<file path="src/rtl/led_ctrl_pkg.sv">
// led_ctrl_pkg: mode encodings, per-mode initial LED patterns and field widths for led_mode_ctrl
package led_ctrl_pkg;
    localparam int MODE_W  = 2;
    localparam int SPEED_W = 2;
    typedef enum logic [MODE_W-1:0] {FLOW_L, FLOW_R, BLINK, PINGPONG} mode_e;
    localparam logic [3:0] INIT_FLOW_L   = 4'b0001;
    localparam logic [3:0] INIT_FLOW_R   = 4'b1000;
    localparam logic [3:0] INIT_BLINK    = 4'b1111;
    localparam logic [3:0] INIT_PINGPONG = 4'b0001;
    function automatic logic [3:0] init_pat(input mode_e m);
        return m == FLOW_L ? INIT_FLOW_L :
               m == FLOW_R ? INIT_FLOW_R :
               m == BLINK  ? INIT_BLINK  : INIT_PINGPONG;
    endfunction
endpackage

</file>
<file path="src/rtl/key_debounce.sv">
// key_debounce: synchronize, debounce and edge-detect one active-low push-button
//   clk, rst_n : clock, asynchronous active-low reset
//   key        : raw active-low button, asynchronous to clk
//   press      : one-cycle pulse on each debounced press (1->0); release gives nothing
module key_debounce #(
    parameter int DEB_CYC = 1_000_000
) (
    input  logic clk,
    input  logic rst_n,
    input  logic key,
    output logic press
);
    localparam int CW = $clog2(DEB_CYC + 1);
    logic [1:0]    sync;
    logic [CW-1:0] cnt;
    logic          deb, deb_d;
    // The level flips on the DEB_CYC-th consecutive cycle of disagreement.
    always_ff @(posedge clk or negedge rst_n) begin
        if (!rst_n) begin
            sync  <= 2'b11;
            cnt   <= '0;
            deb   <= 1'b1;
            deb_d <= 1'b1;
            press <= 1'b0;
        end else begin
            sync  <= {sync[0], key};
            deb_d <= deb;
            press <= deb_d & ~deb;
            if (sync[1] == deb)
                cnt <= '0;
            else if (cnt == CW'(DEB_CYC - 1)) begin
                cnt <= '0;
                deb <= sync[1];
            end else
                cnt <= cnt + 1'b1;
        end
    end
endmodule

</file>
<file path="src/rtl/led_mode_ctrl.sv">
// led_mode_ctrl: two-button mode/speed controller driving a 4-bit LED pattern
//   clk, rst_n          : clock, asynchronous active-low reset
//   key_mode, key_speed : active-low buttons, asynchronous to clk
//   led                 : LED drive, 1 = on
//   mode, speed         : current display mode (FLOW_L/FLOW_R/BLINK/PINGPONG) and rate index
//   step                : one-cycle pulse the cycle before each pattern step is visible
// Optional LED_DIM_EN: gates led with an 8-bit PWM (on while pwm_cnt < DIM_DUTY).
module led_mode_ctrl
    import led_ctrl_pkg::*;
#(
    parameter int TICK_CYC = 12_500_000,
    parameter int DEB_CYC  = 1_000_000
`ifdef LED_DIM_EN
    , parameter int DIM_DUTY = 64
`endif
) (
    input  logic               clk,
    input  logic               rst_n,
    input  logic               key_mode,
    input  logic               key_speed,
    output logic [3:0]         led,
    output logic [MODE_W-1:0]  mode,
    output logic [SPEED_W-1:0] speed,
    output logic               step
);
    localparam int CW = $clog2(TICK_CYC);
    logic               mode_press, speed_press, any_press, tick;
    logic [CW-1:0]      cnt, last;
    mode_e              mode_q, mode_nx;
    logic [SPEED_W-1:0] speed_q;
    logic [3:0]         led_q, led_nx;
    logic               dir_l, dir_nx;

    key_debounce #(.DEB_CYC(DEB_CYC)) u_key_mode (
        .clk(clk), .rst_n(rst_n), .key(key_mode), .press(mode_press)
    );
    key_debounce #(.DEB_CYC(DEB_CYC)) u_key_speed (
        .clk(clk), .rst_n(rst_n), .key(key_speed), .press(speed_press)
    );

    assign last      = CW'((TICK_CYC >> speed_q) - 1);
    assign any_press = mode_press | speed_press;
    assign tick      = cnt == last;
    // A press restarts the period, so a coinciding step is dropped.
    assign step      = tick & ~any_press;
    assign mode_nx   = mode_press ? mode_e'(mode_q + 2'd1) : mode_q;
    assign mode      = mode_q;
    assign speed     = speed_q;

    always_comb begin
        led_nx = led_q;
        dir_nx = dir_l;
        if (mode_press) begin
            led_nx = init_pat(mode_nx);
            dir_nx = 1'b1;
        end else if (step) begin
            case (mode_q)
                FLOW_L:  led_nx = {led_q[2:0], led_q[3]};
                FLOW_R:  led_nx = {led_q[0], led_q[3:1]};
                BLINK:   led_nx = ~led_q;
                default: begin
                    led_nx = dir_l ? led_q << 1 : led_q >> 1;
                    dir_nx = led_nx == 4'b1000 ? 1'b0 : led_nx == 4'b0001 ? 1'b1 : dir_l;
                end
            endcase
        end
    end

    always_ff @(posedge clk or negedge rst_n) begin
        if (!rst_n) begin
            cnt     <= '0;
            mode_q  <= FLOW_L;
            speed_q <= '0;
            led_q   <= INIT_FLOW_L;
            dir_l   <= 1'b1;
        end else begin
            cnt     <= (any_press || tick) ? '0 : cnt + 1'b1;
            mode_q  <= mode_nx;
            speed_q <= speed_press ? speed_q + 1'b1 : speed_q;
            led_q   <= led_nx;
            dir_l   <= dir_nx;
        end
    end

`ifdef LED_DIM_EN
    logic [7:0] pwm_cnt;
    always_ff @(posedge clk or negedge rst_n) begin
        if (!rst_n)
            pwm_cnt <= '0;
        else
            pwm_cnt <= pwm_cnt + 1'b1;
    end
    assign led = led_q & {4{{1'b0, pwm_cnt} < 9'(DIM_DUTY)}};
`else
    assign led = led_q;
`endif
endmodule

</file>
<file path="config.mk">
export PLATFORM = sky130hd
export DESIGN_NAME = led_mode_ctrl
export DESIGN_NICKNAME = d
export VERILOG_FILES = /design/src/rtl/led_ctrl_pkg.sv /design/src/rtl/key_debounce.sv /design/src/rtl/led_mode_ctrl.sv
export SDC_FILE = /design/constraint.sdc
export NUM_CORES = 1
export LEC_CHECK = 0
export BUFFER_PORTS_ARGS = -buffer_cell sky130_fd_sc_hd__buf_2
export CAP_MARGIN = 5
export CORE_ASPECT_RATIO = 1.75
export CORE_MARGIN = 3
export CORE_UTILIZATION = 50
export DETAILED_ROUTE_END_ITERATION = 10
export GPL_ROUTABILITY_DRIVEN = 0
export GPL_TIMING_DRIVEN = 0
export PLACE_DENSITY = 0.66
export SLEW_MARGIN = 10
export SYNTH_ARGS = -nofsm -noshare
export SYNTH_HDL_FRONTEND = slang
export SYNTH_SLANG_ARGS = --single-unit
</file>
<file path="constraint.sdc">
create_clock -name clk -period 3.32 [get_ports clk]
set_clock_uncertainty 0.15 [all_clocks]
set_input_delay 0.664 -clock clk [delete_from_list [all_inputs] [get_ports clk]]
set_output_delay 0.664 -clock clk [all_outputs]
set_load 0.01 [all_outputs]
</file>
==> results of run 1 <==
==> area by class of cell <==
cell class,instances,share of cell area
Buffer,12,0.01241
Clock buffer,11,0.04722
Clock inverter,5,0.01217
Inverter,21,0.01631
Multi-Input combinational cell,324,0.4391
Sequential cell,83,0.4070
Tap cell,115,0.02799
Timing Repair Buffer,25,0.03773
==> worst reg2reg max path, cell delays in order, from the launching register on <==
cell	delay, ns
dfrtp_2	0.44
buf_6	0.13
ha_4	0.18
ha_1	0.16
nand4b_1	0.19
o31a_1	0.37
o2111ai_2	0.25
nor4_4	0.06
buf_4	0.17
buf_4	0.13
buf_4	0.16
o311ai_0	0.31
==> power by group <==
| group | switching, mW | leakage (nW) | internal [mW] | total [mW] |
|---|---|---|---|---|
| Combinational | 0.0333 | 1.04 | 0.0124 | 0.0457 |
| Clock | 0.400 | 0.142 | 0.606 | 1.01 |
| Sequential | 0.00663 | 1.10 | 1.02 | 1.03 |
| Total | 0.440 | 2.28 | 1.64 | 2.08 |
==> synth_stat cells, types with 4 or more instances <==
| cell | n |
|---|---|
| nor2_1 | 77 |
| dfrtp_1 | 73 |
| xor2_1 | 40 |
| xnor2_1 | 29 |
| nand3_1 | 28 |
| nand2_1 | 25 |
| inv_1 | 21 |
| ha_1 | 19 |
| and3_1 | 13 |
| nand4_1 | 12 |
| dfstp_2 | 10 |
| clkbuf_1 | 8 |
| o21ai_0 | 8 |
| and4_1 | 7 |
| nor3_1 | 7 |
| nor4_1 | 6 |
| mux2i_1 | 5 |
| nor2b_1 | 4 |
| o311ai_0 | 4 |
==> routing by layer <==
| metal | vias up | track usage | wire [um] |
|---|---|---|---|
| met2 | 60 | 0.3330 | 4731 |
| met1 | 1605 | 0.2096 | 3567 |
| met5 | - | 0 | 0 |
| li1 | 1575 | - | - |
| met3 | 13 | 0.03384 | 218 |
| met4 | 0 | 0.1014 | 172 |
==> per-stage QoR <==
stage	hold slack (ns)	setup WS [ns]	total power [mW]	cell area (um2)
floorplan	0.1952	0.4165	1.062	4390
global placement	0.1967	0.006810	1.089	4594
detailed placement	0.1968	-0.06124	1.095	4624
CTS	0.1629	-0.01189	2.107	5051
global route	0.1754	-0.005538	2.153	5140
finish	0.1492	0.1025	2.081	5140
==> flip-flops by register name, summed over array words and instances, names as in the netlist <==
register	cells
speed	2
u_key_speed.deb_d	1
mode	2
dir_l	1
u_key_speed.deb	1
u_key_mode.press	1
u_key_speed.sync	2
u_key_mode.cnt	20
u_key_speed.press	1
u_key_speed.cnt	20
u_key_mode.deb_d	1
u_key_mode.sync	2
cnt	24
u_key_mode.deb	1
led	4
==> cell families (layout without fill, tap and decap cells) <==
group,count (synthesis),in the layout,synth area share
and+or+nand+nor,198,198,0.2243
DFF,83,83,0.4759
xor gates and xnor gates,69,69,0.1376
buffers and inverters,33,74,0.03249
AOI/OAI and AO/OA,31,31,0.05899
adders and majority gates,19,19,0.05415
muxes,7,7,0.01653
==> worst min-delay path by stage <==
stage | slack, ns | cells after the start | endpoint | from
2_1_floorplan | 0.20 | 0 | u_key_mode.sync[1]$_DFF_PN1_ | u_key_mode.sync[0]$_DFF_PN1_
3_3_place_gp | 0.20 | 0 | u_key_speed.sync[1]$_DFF_PN1_ | u_key_speed.sync[0]$_DFF_PN1_
3_5_place_dp | 0.20 | 0 | u_key_speed.sync[1]$_DFF_PN1_ | u_key_speed.sync[0]$_DFF_PN1_
4_1_cts | 0.16 | 1 | cnt[8]$_DFF_PN0_ | rst_n
5_1_grt | 0.18 | 1 | cnt[8]$_DFF_PN0_ | rst_n
6_report | 0.15 | 1 | cnt[8]$_DFF_PN0_ | rst_n
==> what timing repair did <==
action                                  4_1_cts  5_1_grt
pin swaps                                     5        6
resized for setup                            15       13
endpoints found under the setup margin        1        1
cloned                                        0        0
setup buffers                                 7        5
==> flow_metrics.env, run 1 <==
export IMPL_yosysTopAreaCell="dfrtp_1"
export IMPL_path_cells="buf_6, ha_4, ha_1, nand4b_1, o31a_1, o2111ai_2, nor4_4, buf_4, buf_6"
export IMPL_min_period_over_period=0.9691
export IMPL_min_path_type="in2async"
export IMPL_antenna_found_initial=0
export IMPL_vias=3253
export IMPL_slew_violations=0
export IMPL_slew_headroom=0.5773
export IMPL_clockRootBuffer="clkbuf_16"
export IMPL_worstReg2RegStart="speed[0]$_DFFE_PN0P_"
export IMPL_fin_tns_setup_ns=0
export IMPL_synth_flop_cell="dfrtp_1"
export IMPL_drtIter0Drc=194
export IMPL_vdd_drop_max_mv=0.3478
export IMPL_nets=499
export IMPL_cts_buffer_depth=2
export IMPL_seq_area_frac_synth=0.4759
export IMPL_endpoint="step"
export IMPL_track_usage=0.1862
export IMPL_num_io_pins=13
export IMPL_cp_data_arrival_time_ns=2.40
export IMPL_crit_path_max_incr_delay_ns=0.44
export IMPL_grt_first_pass_wirelength_mm=14.81
export IMPL_cp_num_cells=9
export IMPL_crit_fanout=6
export IMPL_viasPerCell=5.458
export IMPL_antenna_cells=0
export IMPL_p_leak_nw=2.279
export IMPL_status="finished clean"
export IMPL_cts_made_buffers=9
export IMPL_crit_slowest_cell="dfrtp_2"
export IMPL_post_route_util=0.6102
export IMPL_postSynthAreaPerCell_um2=9.978
export IMPL_cts_htree_levels=3
export IMPL_ys_warn_count=0
export IMPL_setup_violations=0
export IMPL_final_cells=596
export IMPL_synth_cell_types=48
export IMPL_postRouteWirelength_mm=8.690
export IMPL_ys_top_cells_by_area="dfrtp_1 (42%), xor2_1 (8.0%), nor2_1 (6.6%)"
export IMPL_startpoint_type="register"
export IMPL_tightest_slew_ns=0.6341
export IMPL_startpoint="speed[0]$_DFFE_PN0P_"
export IMPL_placeableCoreArea_um2=8423
export IMPL_grt_pass1_vias=3250
export IMPL_grt_ovfl_total=0
export IMPL_final_common_cell="nor2_1"
export IMPL_fin_crit_ns=3.218
export IMPL_critPathCaptureType="primary output"
export IMPL_synth_fp_nets=463
export IMPL_max_freq_ghz=0.3108
export IMPL_max_cap_violations=0
export IMPL_drive_gt1_frac=0.1622
export IMPL_syn_inst=440
export IMPL_crit_buf_inv=3
export IMPL_fp_row_count=44
export IMPL_grt_max_degree=46
export IMPL_path_delay_family="compound AO/OA/AOI/OAI gates"
export IMPL_layout_common_cells="nor2_1 (77), dfrtp_1 (71), xor2_1 (40), xnor2_1 (29), nand3_1 (28)"
export IMPL_cts_sinks=83
export IMPL_cts_hold_buf=0
export IMPL_register_area_um2=2092
export IMPL_start_util=0.5212
export IMPL_cts_tree="done"
export IMPL_n_fill_cell=740
export IMPL_area_growth_syn_to_layout_pct=17.07
export IMPL_synth_area_um2=4390
export IMPL_ant_nets=0
export IMPL_dpl_hpwl_mm=5.821
export IMPL_dpl_cell_count=568
export IMPL_finalHoldViolCount=0
export IMPL_port_buffers=12
export IMPL_worstSetupPathType="reg2out"
export IMPL_clk_latency_ns=0.33
export IMPL_power_density_nw_per_um2=404.8
export IMPL_drc_errors=0
export IMPL_synth_edf_count=0
export IMPL_ys_async_sr_fraction=1.000
export IMPL_die_width_um=76.84
export IMPL_crit_top_cell="buf_6"
export IMPL_cts_reportedPaths_clkPinSlew_ns=0.06
export IMPL_r2r_cells=11
export IMPL_multiInputGateArea_um2=2257
export IMPL_firstDrtPassIters=6
export IMPL_worst_r2r_setup_slack_ns=0.50
export IMPL_wire_per_inst_um=14.58
export IMPL_r2r_end="led[0]$_DFFE_PN1P_"
export IMPL_die_y_um=130.0
export IMPL_die_area_um2=9985
export IMPL_synth_seq_cells=83
export IMPL_yosysTopAreaCellShare=0.4161
export IMPL_worst_endpoint_required_ns=2.51
Note: power is estimated with default switching activity, not from simulation.
==> run 2: changes to the inputs <==
--- a/config.mk
+++ b/config.mk
@@ -5,11 +5,13 @@
 export SDC_FILE = /design/constraint.sdc
 export NUM_CORES = 1
 export LEC_CHECK = 0
+export ABC_AREA = 1
 export BUFFER_PORTS_ARGS = -buffer_cell sky130_fd_sc_hd__buf_2
 export CAP_MARGIN = 5
 export CORE_ASPECT_RATIO = 1.75
 export CORE_MARGIN = 3
 export CORE_UTILIZATION = 50
+export CTS_CLUSTER_DIAMETER = 60
 export DETAILED_ROUTE_END_ITERATION = 10
 export GPL_ROUTABILITY_DRIVEN = 0
 export GPL_TIMING_DRIVEN = 0
@@ -18,3 +20,4 @@
 export SYNTH_ARGS = -nofsm -noshare
 export SYNTH_HDL_FRONTEND = slang
 export SYNTH_SLANG_ARGS = --single-unit
+export TNS_END_PERCENT = 10
==> flow_metrics.env, run 2 <==
export IMPL_status="finished clean"
export IMPL_ys_async_sr_fraction=1.000
export IMPL_critPathCaptureType="primary output"
export IMPL_top_register="cnt"
export IMPL_yosysTopAreaCellShare=0.3691
export IMPL_num_io_pins=13
export IMPL_r2r_end="cnt[9]$_DFF_PN0_"
export IMPL_grt_max_degree=66
export IMPL_clk_latency_ns=0.34
export IMPL_ant_nets=0
export IMPL_worst_endpoint_required_ns=2.51
export IMPL_syn_inst=632
export IMPL_top_regs="cnt x24, u_key_mode.cnt x20, u_key_speed.cnt x20"
export IMPL_placeableCoreArea_um2=9585
export IMPL_startpoint="speed[0]$_DFFE_PN0P_"
export IMPL_die_y_um=137.6
export IMPL_worstReg2RegStart="speed[0]$_DFFE_PN0P_"
export IMPL_fin_tns_setup_ns=0
export IMPL_cts_htree_levels=3
export IMPL_drive_gt1_frac=0.1550
export IMPL_synth_seq_cells=83
export IMPL_tightest_slew_ns=0.5699
export IMPL_cts_made_buffers=9
export IMPL_clockRootBuffer="clkbuf_16"
export IMPL_min_period_over_period=0.9536
export IMPL_wire_per_inst_um=14.34
export IMPL_synth_cell_types=39
export IMPL_viasPerCell=5.327
export IMPL_largest_reg_flops=24
export IMPL_postRouteWirelength_mm=11.38
export IMPL_yosysTopAreaCell="dfrtp_1"
export IMPL_seq_area_frac_synth=0.4221
export IMPL_post_route_util=0.5832
export IMPL_synthTopCellsByCount="nand2_1 (126), nor2_1 (100), dfrtp_1 (73)"
export IMPL_drtIter0Drc=228
export IMPL_port_buffers=12
export IMPL_max_freq_ghz=0.3159
export IMPL_die_width_um=81.21
export IMPL_antenna_cells=0
export IMPL_fp_row_count=47
export IMPL_n_fill_cell=876
export IMPL_slew_headroom=0.6187
export IMPL_max_cap_violations=0
export IMPL_startpoint_type="register"
export IMPL_nets=689
export IMPL_cts_buffer_depth=2
export IMPL_final_common_cell="nand2_1"
export IMPL_worstSetupPathType="reg2out"
export IMPL_ys_warn_count=0
export IMPL_die_area_um2=11180
export IMPL_antenna_found_initial=0
export IMPL_area_growth_syn_to_layout_pct=12.94
export IMPL_ys_top_cells_by_area="dfrtp_1 (37%), nand2_1 (9.6%), nor2_1 (7.6%)"
export IMPL_cts_sinks=83
export IMPL_min_path_type="in2async"
export IMPL_power_density_nw_per_um2=350.5
export IMPL_slew_violations=0
export IMPL_worst_r2r_setup_slack_ns=0.86
export IMPL_crit_fanout=5
export IMPL_finalHoldViolCount=0
export IMPL_drc_errors=0
export IMPL_dpl_hpwl_mm=8.570
export IMPL_cts_reportedPaths_clkPinSlew_ns=0.06
export IMPL_synth_flop_cell="dfrtp_1"
export IMPL_r2r_cells=12
export IMPL_postSynthAreaPerCell_um2=7.832
export IMPL_p_leak_nw=2.407
export IMPL_layout_common_cells="nand2_1 (126), nor2_1 (99), dfrtp_1 (71), inv_1 (69), nand3_1 (40)"
export IMPL_grt_first_pass_wirelength_mm=19.09
export IMPL_cts_tree="done"
export IMPL_vias=4224
export IMPL_endpoint="step"
export IMPL_firstDrtPassIters=5
export IMPL_grt_pass1_vias=4200
export IMPL_synth_edf_count=0
export IMPL_setup_violations=0
export IMPL_track_usage=0.2206
export IMPL_yosys_cell_count_top_type="nand2_1"
export IMPL_grt_ovfl_total=0
export IMPL_start_util=0.5164
export IMPL_vdd_drop_max_mv=0.2932
export IMPL_synth_fp_nets=655
export IMPL_fin_crit_ns=3.166
export IMPL_cp_data_arrival_time_ns=2.35
export IMPL_synth_area_um2=4950
run 2: cell type report:
cell class,instances,area (um2),area share
sequential,83,2092,0.3742
timing repair buffer,23,165.2,0.02954
clock buffer,13,240.2,0.04297
multi-input combinational,462,2576,0.4608
inverter,83,319.1,0.05707
clock inverter,3,17.52,0.003133
tap,122,152.6,0.02731
buffer,4,27.53,0.004924
run 2: layer usage:
metal  wire length, um  track usage
met5                 0            0
met2              6193       0.3980
met1              4412       0.2362
met3               300      0.04123
met4               469       0.1203
run 2: power breakdown:
part	internal (mW)	leakage, nW	switching (mW)	total [mW]
clock	0.505	0.124	0.378	0.883
sequential	1.02	1.10	0.00510	1.03
combinational	0.0132	1.18	0.0351	0.0483
total	1.54	2.41	0.419	1.96
run 2: cell families (layout without fill, tap and decap cells):
family	Yosys count	count (layout)	share of synthesized area
flops	83	83	0.4221
mux	2	2	0.004550
xor+xnor	33	33	0.05839
fa+ha+maj	19	19	0.04803
compound gates	49	49	0.05385
simple gates	359	359	0.3445
buf+inv	87	126	0.06850
run 2: worst min-delay path by stage:
stage / from / to
after detailed placement: u_key_speed.sync[0]$_DFF_PN1_ / u_key_speed.sync[1]$_DFF_PN1_
final: rst_n / cnt[14]$_DFF_PN0_
after CTS: rst_n / cnt[22]$_DFF_PN0_
after global placement: u_key_speed.sync[0]$_DFF_PN1_ / u_key_speed.sync[1]$_DFF_PN1_
after global routing: rst_n / cnt[14]$_DFF_PN0_
after floorplan: u_key_mode.sync[0]$_DFF_PN1_ / u_key_mode.sync[1]$_DFF_PN1_
run 2: metrics by stage:
stage | total power [mW] | cells | instance area (um2) | hold slack (ns) | setup slack, ns
6_report | 1.959 | 793 | 5590 | 0.05499 | 0.1542
5_1_grt | 2.028 | 793 | 5590 | 0.06498 | -0.02972
3_3_place_gp | 1.091 | 766 | 5162 | 0.1962 | 0.1086
4_1_cts | 1.988 | 785 | 5483 | 0.05838 | 0.02621
2_1_floorplan | 1.063 | 632 | 4950 | 0.1952 | 0.5001
3_5_place_dp | 1.096 | 767 | 5192 | 0.1975 | 0.04194
run 2: what timing repair did:
action / CTS / global route
gates resized for setup: 6 / 11
pin swaps: 0 / 3
buffers inserted: 2 / 8
hold buffers: 0 / 0
endpoints found under the setup margin: 1 / 1
run 2: worst max-delay path: stages (launching register included):
cell,delay (ns)
dfrtp_2,0.44
inv_4,0.09
ha_4,0.18
inv_4,0.06
ha_4,0.26
inv_1,0.03
nand2_1,0.05
nand2_1,0.07
nor2_1,0.09
nand2_1,0.08
nor2_2,0.11
nand3_2,0.11
nor2_4,0.18
nand2_4,0.07
inv_1,0.06
buf_2,0.12
